**config.mk**
```make
export PLATFORM = sky130hd
export DESIGN_NAME = ticket_txn_sequencer_flat
export DESIGN_NICKNAME = d
export VERILOG_FILES = /design/src/rtl/ticket_txn_sequencer_if.sv /design/src/rtl/ticket_txn_sequencer.sv /design/src/flat_wrapper.sv
export SDC_FILE = /design/constraint.sdc
export NUM_CORES = 1
export LEC_CHECK = 0
export BUFFER_PORTS_ARGS = -buffer_cell sky130_fd_sc_hd__buf_2
export CORE_UTILIZATION = 35
export DETAILED_ROUTE_END_ITERATION = 10
export PLACE_DENSITY = 0.61
export SETUP_SLACK_MARGIN = 0.4
export SYNTH_ARGS = -nofsm -noshare
export SYNTH_HDL_FRONTEND = slang
export SYNTH_SLANG_ARGS = --single-unit
```
**constraint.sdc**
```tcl
create_clock -name CLK -period 4.65 [get_ports CLK]
set_input_delay 0.2325 -clock CLK [delete_from_list [all_inputs] [get_ports CLK]]
set_output_delay 0.2325 -clock CLK [all_outputs]
set_load 0.03 [all_outputs]
```
**src/rtl/ticket_txn_sequencer_if.sv**
```systemverilog
// Ticket machine transaction bus: customer buttons/coins in,
// registered selection, payment and status values out.
interface ticket_txn_sequencer_if;
    logic       path_1;
    logic       path_2;
    logic       pri_3;
    logic       pri_4;
    logic       pri_5;
    logic       qua_1;
    logic       qua_2;
    logic       COIN_5;
    logic       COIN_10;
    logic       FINISH;
    logic       CANCEL;
    logic [1:0] PATH;
    logic [2:0] PRI;
    logic [1:0] QUA;
    logic [3:0] COST;
    logic [7:0] COIN;
    logic [7:0] REST;
    logic       TICKET_ISSUED;
    logic       REFUND;
    logic       INSUFF;
    logic [2:0] STATE;

    modport master (
        output path_1, path_2, pri_3, pri_4, pri_5,
        output qua_1, qua_2, COIN_5, COIN_10, FINISH, CANCEL,
        input  PATH, PRI, QUA, COST, COIN, REST,
        input  TICKET_ISSUED, REFUND, INSUFF, STATE
    );

    modport slave (
        input  path_1, path_2, pri_3, pri_4, pri_5,
        input  qua_1, qua_2, COIN_5, COIN_10, FINISH, CANCEL,
        output PATH, PRI, QUA, COST, COIN, REST,
        output TICKET_ISSUED, REFUND, INSUFF, STATE
    );
endinterface

```
**src/rtl/ticket_txn_sequencer.sv**
```systemverilog
// Ticket machine transaction controller: selection, payment,
// dispense/refund, with cancel, inactivity timeout and overpay guard.
module ticket_txn_sequencer #(
    parameter int unsigned TIMEOUT_CYCLES = 255,
    parameter logic [7:0]  COIN_MAX       = 8'd250
) (
    input  logic                   CLK,
    input  logic                   RD,
    ticket_txn_sequencer_if.slave  bus
);

    typedef enum logic [2:0] {
        S_IDLE     = 3'd0,
        S_SEL_PRI  = 3'd1,
        S_SEL_QUA  = 3'd2,
        S_PAY      = 3'd3,
        S_DISPENSE = 3'd4,
        S_REFUND   = 3'd5
    } state_t;

    localparam logic [15:0] TMO_LAST = 16'(TIMEOUT_CYCLES - 1);

    state_t      state_q, state_d;
    logic [10:0] btn_w, prev_q, edg_w;
    logic [1:0]  path_q, path_d;
    logic [2:0]  pri_q, pri_d;
    logic [1:0]  qua_q, qua_d;
    logic [3:0]  cost_q, cost_d;
    logic [7:0]  coin_q, coin_d;
    logic [7:0]  rest_q, rest_d;
    logic        tick_q, tick_d;
    logic        refund_q, refund_d;
    logic        insuff_q, insuff_d;
    logic [15:0] cnt_q, cnt_d;

    logic e_p1, e_p2, e_r3, e_r4, e_r5, e_q1, e_q2;
    logic e_c5, e_c10, e_fin, e_can;
    logic [7:0] add_w;
    logic [8:0] sum_w;
    logic [7:0] coin_new_w;
    logic coin_acc_w, active_w, progress_w, tmo_w, abort_w, paid_w;

    assign btn_w = {bus.CANCEL, bus.FINISH, bus.COIN_10, bus.COIN_5,
                    bus.qua_2, bus.qua_1, bus.pri_5, bus.pri_4,
                    bus.pri_3, bus.path_2, bus.path_1};
    assign edg_w = btn_w & ~prev_q;

    assign e_p1  = edg_w[0];
    assign e_p2  = edg_w[1];
    assign e_r3  = edg_w[2];
    assign e_r4  = edg_w[3];
    assign e_r5  = edg_w[4];
    assign e_q1  = edg_w[5];
    assign e_q2  = edg_w[6];
    assign e_c5  = edg_w[7];
    assign e_c10 = edg_w[8];
    assign e_fin = edg_w[9];
    assign e_can = edg_w[10];

    // A coin add that would pass the ceiling is dropped whole.
    assign add_w      = (e_c5 ? 8'd5 : 8'd0) + (e_c10 ? 8'd10 : 8'd0);
    assign sum_w      = {1'b0, coin_q} + {1'b0, add_w};
    assign coin_acc_w = (add_w != 8'd0) && (sum_w <= {1'b0, COIN_MAX});
    assign coin_new_w = coin_acc_w ? sum_w[7:0] : coin_q;
    assign paid_w     = coin_new_w >= {4'd0, cost_q};

    assign active_w = (state_q == S_SEL_PRI) || (state_q == S_SEL_QUA)
                   || (state_q == S_PAY);

    assign progress_w =
        ((state_q == S_SEL_PRI) && (e_r3 || e_r4 || e_r5)) ||
        ((state_q == S_SEL_QUA) && (e_q1 || e_q2)) ||
        ((state_q == S_PAY) && (coin_acc_w || e_fin));

    assign tmo_w   = active_w && !progress_w && (cnt_q >= TMO_LAST);
    assign abort_w = active_w && (e_can || tmo_w);

    // State register.
    always_ff @(posedge CLK or posedge RD) begin
        if (RD) state_q <= S_IDLE;
        else    state_q <= state_d;
    end

    // Next-state decision; cancel and timeout beat everything else.
    always_comb begin
        state_d = state_q;
        unique case (state_q)
            S_IDLE:
                if (e_p1 || e_p2) state_d = S_SEL_PRI;
            S_SEL_PRI:
                if (abort_w)                  state_d = S_REFUND;
                else if (e_r3 || e_r4 || e_r5) state_d = S_SEL_QUA;
            S_SEL_QUA:
                if (abort_w)           state_d = S_REFUND;
                else if (e_q1 || e_q2) state_d = S_PAY;
            S_PAY:
                if (abort_w)              state_d = S_REFUND;
                else if (e_fin && paid_w) state_d = S_DISPENSE;
            S_DISPENSE: state_d = S_IDLE;
            S_REFUND:   state_d = S_IDLE;
            default:    state_d = S_IDLE;
        endcase
    end

    // Next values of the selection, payment, pulse and timer registers.
    always_comb begin
        path_d   = path_q;
        pri_d    = pri_q;
        qua_d    = qua_q;
        cost_d   = cost_q;
        coin_d   = coin_q;
        rest_d   = rest_q;
        tick_d   = 1'b0;
        refund_d = 1'b0;
        insuff_d = 1'b0;

        if (!active_w || progress_w || state_d != state_q) cnt_d = 16'd0;
        else                                               cnt_d = cnt_q + 16'd1;

        if (abort_w) begin
            refund_d = 1'b1;
            rest_d   = coin_q;
        end else begin
            unique case (state_q)
                S_IDLE: begin
                    if (e_p1) begin
                        path_d = 2'd1;
                        rest_d = 8'd0;
                    end else if (e_p2) begin
                        path_d = 2'd2;
                        rest_d = 8'd0;
                    end
                end
                S_SEL_PRI: begin
                    if (e_r3)      pri_d = 3'd3;
                    else if (e_r4) pri_d = 3'd4;
                    else if (e_r5) pri_d = 3'd5;
                end
                S_SEL_QUA: begin
                    if (e_q1) begin
                        qua_d  = 2'd1;
                        cost_d = {1'b0, pri_q};
                    end else if (e_q2) begin
                        qua_d  = 2'd2;
                        cost_d = {pri_q, 1'b0};
                    end
                end
                S_PAY: begin
                    coin_d = coin_new_w;
                    if (e_fin && paid_w) begin
                        tick_d = 1'b1;
                        rest_d = coin_new_w - {4'd0, cost_q};
                    end else if (e_fin) begin
                        insuff_d = 1'b1;
                    end
                end
                S_DISPENSE, S_REFUND: begin
                    path_d = 2'd0;
                    pri_d  = 3'd0;
                    qua_d  = 2'd0;
                    cost_d = 4'd0;
                    coin_d = 8'd0;
                end
                default: ;
            endcase
        end
    end

    // Datapath, pulse and edge-detector registers.
    always_ff @(posedge CLK or posedge RD) begin
        if (RD) begin
            prev_q   <= '0;
            path_q   <= '0;
            pri_q    <= '0;
            qua_q    <= '0;
            cost_q   <= '0;
            coin_q   <= '0;
            rest_q   <= '0;
            tick_q   <= 1'b0;
            refund_q <= 1'b0;
            insuff_q <= 1'b0;
            cnt_q    <= '0;
        end else begin
            prev_q   <= btn_w;
            path_q   <= path_d;
            pri_q    <= pri_d;
            qua_q    <= qua_d;
            cost_q   <= cost_d;
            coin_q   <= coin_d;
            rest_q   <= rest_d;
            tick_q   <= tick_d;
            refund_q <= refund_d;
            insuff_q <= insuff_d;
            cnt_q    <= cnt_d;
        end
    end

    assign bus.PATH          = path_q;
    assign bus.PRI           = pri_q;
    assign bus.QUA           = qua_q;
    assign bus.COST          = cost_q;
    assign bus.COIN          = coin_q;
    assign bus.REST          = rest_q;
    assign bus.TICKET_ISSUED = tick_q;
    assign bus.REFUND        = refund_q;
    assign bus.INSUFF        = insuff_q;
    assign bus.STATE         = state_q;

endmodule

```
**src/flat_wrapper.sv**
```systemverilog
// flat-port wrapper written by rule: the top's interface ports become plain ports
module ticket_txn_sequencer_flat 
#(
    parameter int unsigned TIMEOUT_CYCLES = 255,
    parameter logic [7:0]  COIN_MAX       = 8'd250
)
  (CLK, RD, bus_path_1, bus_path_2, bus_pri_3, bus_pri_4, bus_pri_5, bus_qua_1, bus_qua_2, bus_COIN_5, bus_COIN_10, bus_FINISH, bus_CANCEL, bus_PATH, bus_PRI, bus_QUA, bus_COST, bus_COIN, bus_REST, bus_TICKET_ISSUED, bus_REFUND, bus_INSUFF, bus_STATE);
  ticket_txn_sequencer_if bus_i ();
  input  logic CLK;
  input  logic RD;
  input wire logic [$bits(bus_i.path_1)-1:0] bus_path_1;
  input wire logic [$bits(bus_i.path_2)-1:0] bus_path_2;
  input wire logic [$bits(bus_i.pri_3)-1:0] bus_pri_3;
  input wire logic [$bits(bus_i.pri_4)-1:0] bus_pri_4;
  input wire logic [$bits(bus_i.pri_5)-1:0] bus_pri_5;
  input wire logic [$bits(bus_i.qua_1)-1:0] bus_qua_1;
  input wire logic [$bits(bus_i.qua_2)-1:0] bus_qua_2;
  input wire logic [$bits(bus_i.COIN_5)-1:0] bus_COIN_5;
  input wire logic [$bits(bus_i.COIN_10)-1:0] bus_COIN_10;
  input wire logic [$bits(bus_i.FINISH)-1:0] bus_FINISH;
  input wire logic [$bits(bus_i.CANCEL)-1:0] bus_CANCEL;
  output wire logic [$bits(bus_i.PATH)-1:0] bus_PATH;
  output wire logic [$bits(bus_i.PRI)-1:0] bus_PRI;
  output wire logic [$bits(bus_i.QUA)-1:0] bus_QUA;
  output wire logic [$bits(bus_i.COST)-1:0] bus_COST;
  output wire logic [$bits(bus_i.COIN)-1:0] bus_COIN;
  output wire logic [$bits(bus_i.REST)-1:0] bus_REST;
  output wire logic [$bits(bus_i.TICKET_ISSUED)-1:0] bus_TICKET_ISSUED;
  output wire logic [$bits(bus_i.REFUND)-1:0] bus_REFUND;
  output wire logic [$bits(bus_i.INSUFF)-1:0] bus_INSUFF;
  output wire logic [$bits(bus_i.STATE)-1:0] bus_STATE;
  assign bus_i.path_1 = bus_path_1;
  assign bus_i.path_2 = bus_path_2;
  assign bus_i.pri_3 = bus_pri_3;
  assign bus_i.pri_4 = bus_pri_4;
  assign bus_i.pri_5 = bus_pri_5;
  assign bus_i.qua_1 = bus_qua_1;
  assign bus_i.qua_2 = bus_qua_2;
  assign bus_i.COIN_5 = bus_COIN_5;
  assign bus_i.COIN_10 = bus_COIN_10;
  assign bus_i.FINISH = bus_FINISH;
  assign bus_i.CANCEL = bus_CANCEL;
  assign bus_PATH = bus_i.PATH;
  assign bus_PRI = bus_i.PRI;
  assign bus_QUA = bus_i.QUA;
  assign bus_COST = bus_i.COST;
  assign bus_COIN = bus_i.COIN;
  assign bus_REST = bus_i.REST;
  assign bus_TICKET_ISSUED = bus_i.TICKET_ISSUED;
  assign bus_REFUND = bus_i.REFUND;
  assign bus_INSUFF = bus_i.INSUFF;
  assign bus_STATE = bus_i.STATE;
  ticket_txn_sequencer #(.TIMEOUT_CYCLES(TIMEOUT_CYCLES), .COIN_MAX(COIN_MAX)) u_core (.CLK(CLK), .RD(RD), .bus(bus_i));
endmodule
```
==> results.sh, run 1 <==
export IMPL_ys_seq_area_share_pct=43.27
export IMPL_grt_max_degree=61
export IMPL_relSlewSlack_pct=26.70
export IMPL_maxUsedRoutingLayer="met4"
export IMPL_row_count=35
export IMPL_die_y_um=101.6
export IMPL_holdCritPathClass="in2reg"
export IMPL_yosys_cell_count_top_type="dfrtp_1"
export IMPL_power_leakage_nw=1.971
export IMPL_path_clk_slew_ns=0.07
export IMPL_drt_iter0_markers=138
export IMPL_totalPowerFinal_w=0.002354
export IMPL_placed_area_um2=3861
export IMPL_max_cap_violations=0
export IMPL_critPathKind="reg2reg"
export IMPL_outcome="finished, final reports clean"
export IMPL_first_pass_iters=4
export IMPL_syn_area_um2=3470
export IMPL_nFillCells=902
export IMPL_post_route_period_util_pct=88.94
export IMPL_synthCells=353
export IMPL_setup_viol=0
export IMPL_drt_wl_total_mm=8.138
export IMPL_dr_wl_met3_um=381
export IMPL_final_nets=450
export IMPL_slew_violations=0
export IMPL_finalHoldViolCount=0
export IMPL_ys_flop_type="dfrtp_1"
export IMPL_tns_ns=0
export IMPL_fmax_mhz=241.8
export IMPL_worstSetupEndpointType="flop"
export IMPL_required_ns=4.92
export IMPL_ys_ff_latch=60
export IMPL_cts_inserted_buffers=9
export IMPL_crit_path_max_fanout=4
export IMPL_internal_power_w=0.001338
export IMPL_swShare_pct=43.17
export IMPL_grt_first_pass_wirelength_mm=13.70
export IMPL_async_flop_share_pct=100.0
export IMPL_num_io_pins=46
export IMPL_dp_final_hpwl_mm=5.562
export IMPL_num_vias=2909
export IMPL_viasPerCell=5.176
export IMPL_wl_met1_mm=3.740
export IMPL_wl_met2_mm=3.878
export IMPL_grt_setup_unrepaired="false"
export IMPL_synth_area_top_cells="dfrtp_1, nand2_1, xnor2_1, ha_1, o21ai_0"
export IMPL_power_switching_w=0.001016
export IMPL_post_route_drc_count=0
export IMPL_fin_area_um2=4372
export IMPL_port_buffer_count=45
export IMPL_pwr_share_clk_pct=21.1
export IMPL_drive_above_1_share_pct=28.18
export IMPL_seqPwrFrac_pct=31.0
export IMPL_min_period_ns=4.136
export IMPL_antenna_found_initial=0
export IMPL_grt_pass1_vias=2816
export IMPL_dieArea_um2=10320
export IMPL_ctsLongestPathBuffers=2
export IMPL_pwr_share_comb_pct=47.9
export IMPL_power_density_nw_per_um2=538.4
export IMPL_drtAntennaViolNets=0
export IMPL_yosys_top_cells_count="dfrtp_1, nand2_1, nor2_1"
export IMPL_critPathLaunchType="flop"
export IMPL_post_synth_cell_area_avg_um2=9.829
export IMPL_insertion_delay_ns=0.35
export IMPL_synth_cell_types=71
export IMPL_dieWidth_um=101.6
export IMPL_route_detailed_wl_per_inst_um=14.48
export IMPL_place_inst=524
export IMPL_diodes=0
export IMPL_syn2layout_area_growth_pct=26.00
export IMPL_finClkSkew_ns=0.008193
export IMPL_ys_warn_count=0
export IMPL_synth_edf_count=0
export IMPL_synth_top_cell_area_share_pct=43.27
export IMPL_synth_top_cell_by_area="dfrtp_1"
export IMPL_core_area_um2=9415
export IMPL_cts_sinks=60
export IMPL_start_util_pct=36.85
export IMPL_cts_root_buffer="clkbuf_8"
export IMPL_arrival_ns=4.40
export IMPL_final_cells=562
export IMPL_cts_tree="yes"
export IMPL_grt_total_usage_pct=17.18
export IMPL_worst_pin_slew_ns=1.097
export IMPL_peakVddDrop_mv=0.2995
export IMPL_routabilityCongestion=0.8355
export IMPL_htreeDepth=3
export IMPL_grt_overflow_total=0
-- layout by cell type (no fill, tap or decap), types with 3 or more instances in the layout --
cell type / instances
dfrtp_1: 57
buf_2: 45
nand2_1: 31
nor2_1: 24
buf_4: 20
o21ai_0: 19
a21oi_1: 17
nor3_1: 16
nand3_1: 12
nand2b_1: 11
xnor2_1: 11
inv_1: 11
clkbuf_8: 10
xor2_1: 9
mux2_1: 8
dlygate4sd3_1: 8
conb_1: 7
ha_1: 6
nor2b_1: 5
o31ai_1: 5
a21o_1: 4
a21oi_2: 3
a22o_1: 3
and2_1: 3
o211ai_1: 3
o21bai_1: 3
dfrtp_2: 3
-- worst max-delay path, cell delays in order (launching register included) --
cell and delay (ns):
dfrtp_1 0.38, nand2b_4 0.17, xnor2_4 0.16, ha_4 0.18, inv_1 0.04, o211a_1 0.15
o31a_1 0.31, o2111ai_2 0.27, o31ai_4 0.10, buf_6 0.15, or2_4 0.23, xnor2_1 0.12
ha_1 0.35, nand2_1 0.09, o21ai_2 0.06, a41o_1 0.25, or4_4 0.53, a311o_1 0.34
a41oi_2 0.18
-- cell type report --
cell class / count / area (um^2) / share of cell area (%)
Clock buffer: 10 / 137.6 / 3.148
Clock inverter: 6 / 71.32 / 1.631
Inverter: 13 / 48.80 / 1.116
Multi-Input combinational cell: 270 / 1981 / 45.31
Sequential cell: 60 / 1505 / 34.43
Tap cell: 129 / 161.4 / 3.692
Timing Repair Buffer: 74 / 466.7 / 10.68
-- logic make-up (layout without fill, tap and decap cells) --
kind of cell,count (synthesis),after routing,share of synthesized area [%]
flops,60,60,43.27
fa+ha+maj,9,9,3.462
mux,13,13,4.111
simple gates,129,129,19.55
other cells,1,7,0.1081
xor+xnor,23,23,6.202
compound gates,89,89,19.19
buf+inv,29,103,4.111
-- repair_timing --
action	in CTS	in global routing
hold buffers	8	0
pin swaps	7	8
resized for setup	14	11
endpoints found under the setup margin	19	18
endpoints found under the hold margin	8	0
setup buffers	9	5
-- registers in the layout (all words and copies together) (netlist names) --
name                      flops
u_core.bus.COIN               8
u_core.bus.TICKET_ISSUED      1
u_core.bus.COST               4
u_core.bus.INSUFF             1
u_core.bus.REFUND             1
u_core.prev_q                11
u_core.bus.PRI                3
u_core.cnt_q                 16
u_core.bus.QUA                2
u_core.bus.STATE              3
u_core.bus.PATH               2
u_core.bus.REST               8
-- routing by layer --
metal,global-route usage (%),vias to the layer above
met5,0,-
li1,-,1405
met4,6.577,0
met3,3.451,14
met1,23.39,1415
met2,26.92,75
-- stage by stage --
step	hold slack, ns	setup WS, ns	utilization (%)
after global placement	0.3533	0.2766	41.01
after CTS	0.008797	0.4382	45.45
after detailed placement	0.3551	0.07190	41.01
after global routing	0.01589	0.3777	46.43
final	0.02537	0.5142	46.43
after floorplan	0.2639	0.4083	-
-- power groups by stage --
| stage | Combinational, W | Sequential [W] | Clock (W) |
|---|---|---|---|
| 2_1_floorplan | 0.000646 | 0.000852 | 0 |
| 4_1_cts | 0.00109 | 0.000732 | 0.000510 |
| 3_5_place_dp | 0.00101 | 0.000746 | 0 |
| 3_3_place_gp | 0.000993 | 0.000745 | 0 |
| 5_1_grt | 0.00124 | 0.000748 | 0.000538 |
| 6_report | 0.00113 | 0.000730 | 0.000497 |
-- path summary, 6_finish.rpt --
check	startpoint	to	slack, ns	cells past startpoint
worst max-delay path	u_core.prev_q[8]$_DFF_PP0_	u_core.bus.STATE[0]$_DFF_PP0_	0.51	18
worst max register to register	u_core.prev_q[8]$_DFF_PP0_	u_core.bus.STATE[0]$_DFF_PP0_	0.51	18
worst min register to register	u_core.bus.REST[5]$_DFFE_PP0P_	u_core.bus.REST[5]$_DFFE_PP0P_	0.49	1
min in group asynchronous	RD	u_core.bus.COIN[6]$_DFFE_PP0P_	0.08	3
worst min-delay path	bus_pri_4	u_core.prev_q[3]$_DFF_PP0_	0.03	1
max in group asynchronous	RD	u_core.bus.COIN[0]$_DFFE_PP0P_	4.00	3
No activity file was read; power rests on OpenSTA's default activity.
==> run 2, diff against run 1 <==
PLACE_DENSITY = 0.59   (was 0.61)
clock period = 5.2 ns   (was 4.65 ns; I/O delays follow)
==> results.sh, run 2 (synthesis gave the netlist of run 1 again) <==
export IMPL_outcome="finished, final reports clean"
export IMPL_endpoint="u_core.bus.REST[1]$_DFFE_PP0P_"
export IMPL_path_buf_inv=1
export IMPL_grt_overflow_total=0
export IMPL_grt_first_pass_wirelength_mm=13.37
export IMPL_tns_ns=0
export IMPL_grt_pass1_vias=2688
export IMPL_power_density_nw_per_um2=493.8
export IMPL_syn2layout_area_growth_pct=17.74
export IMPL_ff2ff_setup_slack_ns=0.66
export IMPL_crit_path_max_fanout=10
export IMPL_crit_start="u_core.prev_q[8]$_DFF_PP0_"
export IMPL_r2r_end="u_core.bus.REST[1]$_DFFE_PP0P_"
export IMPL_insertion_delay_ns=0.33
export IMPL_placed_area_um2=3830
export IMPL_drt_iter0_markers=140
export IMPL_top_regs="u_core.cnt_q: 16 flops, u_core.prev_q: 11 flops"
export IMPL_path_clk_slew_ns=0.07
export IMPL_worst_slack_ns=0.6593
export IMPL_slowest_delay_ns=0.46
export IMPL_routabilityCongestion=0.8668
export IMPL_num_vias=2782
export IMPL_drt_wl_total_mm=8.108
export IMPL_critPathLaunchType="flop"
export IMPL_worst_pin_slew_ns=0.8075
export IMPL_cts_root_buffer="clkbuf_8"
export IMPL_whs_ns=0.04555
export IMPL_path_delay_family="compound AO/OA/AOI/OAI gates"
export IMPL_num_io_pins=46
export IMPL_row_count=35
export IMPL_reg2reg_depth=17
export IMPL_arrival_ns=4.75
export IMPL_max_cap_violations=0
export IMPL_timing_rr_start="u_core.prev_q[8]$_DFF_PP0_"
export IMPL_grt_max_degree=61
export IMPL_start_util_pct=36.85
export IMPL_cts_sinks=60
export IMPL_cts_tree="yes"
export IMPL_largest_reg_flops=16
export IMPL_post_route_period_util_pct=87.32
export IMPL_final_common_cell="dfrtp_1"
export IMPL_htreeDepth=3
export IMPL_dieArea_um2=10320
export IMPL_viasPerCell=5.152
export IMPL_holdCritPathClass="in2reg"
export IMPL_finalHoldViolCount=0
export IMPL_final_cell_mix="dfrtp_1, buf_2, nand2_1, nor2_1, o21ai_0"
export IMPL_cts_inserted_buffers=9
export IMPL_hold_buffers=0
export IMPL_critPathKind="reg2reg"
export IMPL_setup_viol=0
export IMPL_relSlewSlack_pct=45.71
export IMPL_power_leakage_nw=1.874
export IMPL_port_buffer_count=45
export IMPL_die_y_um=101.6
export IMPL_peakVddDrop_mv=0.2578
export IMPL_slew_violations=0
export IMPL_core_area_um2=9415
export IMPL_fin_area_um2=4085
export IMPL_finClkSkew_ns=0.009304
export IMPL_antenna_found_initial=0
export IMPL_regMostFlops="u_core.cnt_q"
export IMPL_ctsLongestPathBuffers=2
export IMPL_min_period_ns=4.541
export IMPL_crit_slowest_cell="o41ai_4"
export IMPL_post_route_drc_count=0
export IMPL_final_nets=428
export IMPL_dieWidth_um=101.6
export IMPL_drive_above_1_share_pct=21.90
export IMPL_drtAntennaViolNets=0
export IMPL_diodes=0
export IMPL_grt_total_usage_pct=16.89
export IMPL_first_pass_iters=4
export IMPL_grt_setup_unrepaired="false"
export IMPL_path_cells="nand2b_4 -> xnor2_1 -> ha_1 -> a21oi_2 -> xnor3_1 -> a21oi_2 -> o31ai_4 -> buf_4 -> or2_2 -> xnor2_1 -> ha_1 -> nand2_1 -> o21ai_1 -> a41o_1 -> o41ai_4 -> a211o_4 -> mux2_1"
export IMPL_worstSetupEndpointType="flop"
export IMPL_fmax_mhz=220.2
export IMPL_dp_final_hpwl_mm=5.829
export IMPL_place_ws_ns=0.3527
export IMPL_final_util_pct=43.39
export IMPL_cp_depth=17
export IMPL_required_ns=5.41
export IMPL_route_detailed_wl_per_inst_um=15.01
==> run 2: cell count changes in the layout (fill, tap and decap cells not counted), moves of 2 or more <==
cell	before	now
clkbuf_8	10	13
dfrtp_2	3	0
dfrtp_1	57	60
buf_4	20	7
clkinv_4	2	0
ha_1	6	8
dlygate4sd3_1	8	0
==> run 2: worst min path at each step <==
stage | startpoint | end | slack (ns) | depth (start not counted)
final | bus_pri_5 | u_core.prev_q[4]$_DFF_PP0_ | 0.05 | 1
after global routing | bus_path_2 | u_core.prev_q[1]$_DFF_PP0_ | 0.03 | 1
after floorplan | bus_path_1 | u_core.prev_q[0]$_DFF_PP0_ | 0.29 | 0
after global placement | bus_path_2 | u_core.prev_q[1]$_DFF_PP0_ | 0.38 | 1
after CTS | bus_pri_5 | u_core.prev_q[4]$_DFF_PP0_ | 0.03 | 1
after detailed placement | bus_path_2 | u_core.prev_q[1]$_DFF_PP0_ | 0.39 | 1
==> run 2: power by group <==
group,internal [W],leakage [nW],total [W],switching (W)
logic,0.000332,0.986,0.000908,0.000576
clock network,0.000273,0.112,0.000455,0.000182
registers,0.000551,0.777,0.000654,0.000103
total,0.00116,1.87,0.00202,0.000862
==> run 2: metal layers <==
layer | vias to the layer above | global-route usage (%) | part of all wire (%)
met4 | 0 | 4.682 | 0.96
met2 | 56 | 27.23 | 48
met1 | 1353 | 22.77 | 48
li1 | 1364 | - | -
met5 | - | 0 | 0
met3 | 9 | 3.796 | 3.6
==> run 2: what timing repair did <==
| item | 4_1_cts | 5_1_grt |
|---|---|---|
| endpoints found under the setup margin | 8 | 18 |
| setup buffers | 0 | 1 |
| pin swaps | 0 | 1 |
| gates resized for setup | 1 | 4 |
==> run 2: layout make-up <==
cell class | instances | area [um^2]
Fill cell | 931 | 5330
Multi-Input combinational cell | 270 | 1874
Sequential cell | 60 | 1501
Timing Repair Buffer | 52 | 277.8
Clock buffer | 13 | 178.9
Tap cell | 129 | 161.4
Inverter | 13 | 48.80
Clock inverter | 3 | 42.54
==> run 2: worst reg2reg max path: stages, from the launching register on <==
cell and delay [ns]:
dfrtp_1 0.37, nand2b_4 0.19, xnor2_1 0.14, ha_1 0.24, a21oi_2 0.22, xnor3_1 0.36, a21oi_2 0.30, o31ai_4 0.10
buf_4 0.18, or2_2 0.30, xnor2_1 0.13, ha_1 0.35, nand2_1 0.09, o21ai_1 0.10, a41o_1 0.27, o41ai_4 0.46
a211o_4 0.29, mux2_1 0.34
==> run 2: through the flow <==
| step | instances | total power [W] |
|---|---|---|
| 5_1_grt | 540 | 0.002160 |
| 2_1_floorplan | 359 | 0.001328 |
| 3_5_place_dp | 523 | 0.001548 |
| 3_3_place_gp | 523 | 0.001544 |
| 4_1_cts | 539 | 0.002015 |
| 6_report | 540 | 0.002017 |
==> run 3, diff against run 2 <==
clock period = 4.4 ns   (was 5.2 ns; I/O delays follow)
==> results.sh, run 3 (synthesis gave the netlist of run 1 again) <==
export IMPL_post_route_drc_count=0
export IMPL_drt_wl_total_mm=8.604
export IMPL_cts_root_buffer="clkbuf_8"
export IMPL_dieArea_um2=10320
export IMPL_required_ns=4.65
export IMPL_cts_tree="yes"
export IMPL_core_area_um2=9415
export IMPL_final_common_cell="dfrtp_1"
export IMPL_holdCritPathClass="in2reg"
export IMPL_route_detailed_wl_per_inst_um=15.15
export IMPL_finClkSkew_ns=0.006192
export IMPL_viasPerCell=5.181
export IMPL_place_inst=526
export IMPL_drtAntennaViolNets=0
export IMPL_drt_iter0_markers=123
export IMPL_peakVddDrop_mv=0.3269
export IMPL_largest_reg_flops=16
export IMPL_placed_area_um2=3914
export IMPL_worstSetupEndpointType="flop"
export IMPL_post_route_period_util_pct=91.36
export IMPL_die_y_um=101.6
export IMPL_relSlewSlack_pct=26.42
export IMPL_first_pass_iters=4
export IMPL_diodes=0
export IMPL_outcome="finished, final reports clean"
export IMPL_dp_final_hpwl_mm=5.965
export IMPL_grt_overflow_total=0
export IMPL_grt_first_pass_wirelength_mm=14.00
export IMPL_regMostFlops="u_core.cnt_q"
export IMPL_syn2layout_area_growth_pct=30.62
export IMPL_worst_pin_slew_ns=1.101
export IMPL_insertion_delay_ns=0.33
export IMPL_path_clk_slew_ns=0.07
export IMPL_drive_above_1_share_pct=33.49
export IMPL_grt_pass1_vias=2864
export IMPL_cts_sinks=60
export IMPL_r2r_end="u_core.bus.STATE[0]$_DFF_PP0_"
export IMPL_grt_max_degree=61
export IMPL_critPathKind="reg2reg"
export IMPL_final_cell_mix="dfrtp_1, buf_2, nand2_1, nor2_1, buf_4"
export IMPL_power_leakage_nw=2.035
export IMPL_final_cells=568
export IMPL_tns_ns=0
export IMPL_grt_total_usage_pct=17.65
export IMPL_ff2ff_setup_slack_ns=0.38
export IMPL_cts_inserted_buffers=9
export IMPL_fmax_mhz=248.8
export IMPL_ctsLongestPathBuffers=2
export IMPL_start_util_pct=36.85
export IMPL_num_vias=2943
export IMPL_arrival_ns=4.27
export IMPL_antenna_found_initial=0
export IMPL_grt_setup_unrepaired="true"
export IMPL_crit_start="u_core.prev_q[8]$_DFF_PP0_"
export IMPL_timing_rr_start="u_core.prev_q[8]$_DFF_PP0_"
export IMPL_slew_violations=0
export IMPL_power_density_nw_per_um2=567.1
export IMPL_routabilityCongestion=0.8333
export IMPL_reg2reg_depth=17
export IMPL_endpoint="u_core.bus.STATE[0]$_DFF_PP0_"
export IMPL_top_regs="u_core.cnt_q: 16 flops, u_core.prev_q: 11 flops"
export IMPL_critPathLaunchType="flop"
export IMPL_finalHoldViolCount=0
export IMPL_whs_ns=0.03700
export IMPL_final_nets=457
export IMPL_fin_area_um2=4532
export IMPL_dieWidth_um=101.6
export IMPL_row_count=35
export IMPL_setup_viol=0
export IMPL_port_buffer_count=45
export IMPL_min_period_ns=4.020
export IMPL_htreeDepth=3
export IMPL_crit_path_max_fanout=5
export IMPL_max_cap_violations=0
export IMPL_num_io_pins=46
-- run 3: changes by cell type in the layout (fill, tap and decap cells not counted), sizes merged --
cell and delta:
buf +20, dlygate4sd3 +9, clkbuf -4, bufinv -1, clkinvlp +1, clkinv +3
-- run 3: worst min-delay path by stage --
| stage | slack, ns | from | cells after the start | endpoint |
|---|---|---|---|---|
| floorplan | 0.25 | bus_path_1 | 0 | u_core.prev_q[0]$_DFF_PP0_ |
| global placement | 0.34 | bus_path_2 | 1 | u_core.prev_q[1]$_DFF_PP0_ |
| detailed placement | 0.35 | bus_path_2 | 1 | u_core.prev_q[1]$_DFF_PP0_ |
| CTS | 0.003 | bus_pri_4 | 1 | u_core.prev_q[3]$_DFF_PP0_ |
| global route | 0.02 | bus_COIN_5 | 1 | u_core.prev_q[7]$_DFF_PP0_ |
| finish | 0.04 | bus_COIN_5 | 1 | u_core.prev_q[7]$_DFF_PP0_ |
-- run 3: routing by layer --
| layer | part of all wire (%) | global-route usage (%) | vias up | wire length [um] |
|---|---|---|---|---|
| met2 | 48 | 28.53 | 69 | 4114 |
| met4 | 1.2 | 5.017 | 0 | 104 |
| li1 | - | - | 1416 | - |
| met5 | 0 | 0 | - | 0 |
| met3 | 4.3 | 4.762 | 8 | 371 |
| met1 | 47 | 23.19 | 1450 | 4013 |
-- run 3: critical path: stages, from the launching register on --
cell and delay, ns:
dfrtp_1 0.37, nand2b_4 0.17, xnor2_4 0.14, ha_4 0.18
nor2_1 0.08, o21ai_0 0.11, and4b_1 0.30, nor2_1 0.19
o31ai_4 0.15, a211oi_2 0.26, xnor2_2 0.15, ha_1 0.35
a21oi_2 0.14, o21ai_2 0.07, a41o_1 0.23, or4_4 0.55
a311o_1 0.34, a41oi_2 0.15
-- run 3: report_power, final --
part / total [W] / switching (W) / internal [W]
combinational: 0.00136 / 0.000782 / 0.000580
sequential: 0.000777 / 0.000125 / 0.000652
clock: 0.000430 / 0.000229 / 0.000201
total: 0.00257 / 0.00114 / 0.00143
-- run 3: timing repair --
action	CTS	global route
gates resized for setup	14	33
gates cloned	0	1
hold buffers	8	1
pin swaps	6	15
setup endpoints to repair	20	22
endpoints found under the hold margin	8	1
setup buffers	12	5
-- run 3: layout make-up --
class | count | area [um^2]
clock inverter | 6 | 42.54
sequential | 60 | 1504
multi-input combinational | 270 | 2111
tap | 129 | 161.4
clock buffer | 9 | 123.9
inverter | 13 | 48.80
timing repair buffer | 81 | 540.5
fill | 904 | 4883
-- run 3: per-stage QoR --
| step | worst slack [ns] | utilization (%) | total power, W |
|---|---|---|---|
| after CTS | 0.3595 | 46.07 | 0.002436 |
| final | 0.3800 | 48.13 | 0.002570 |
| after global placement | 0.2220 | 41.57 | 0.001861 |
| after detailed placement | 0.03227 | 41.57 | 0.001872 |
| after floorplan | 0.3518 | - | 0.001614 |
| after global routing | 0.1842 | 48.13 | 0.002732 |
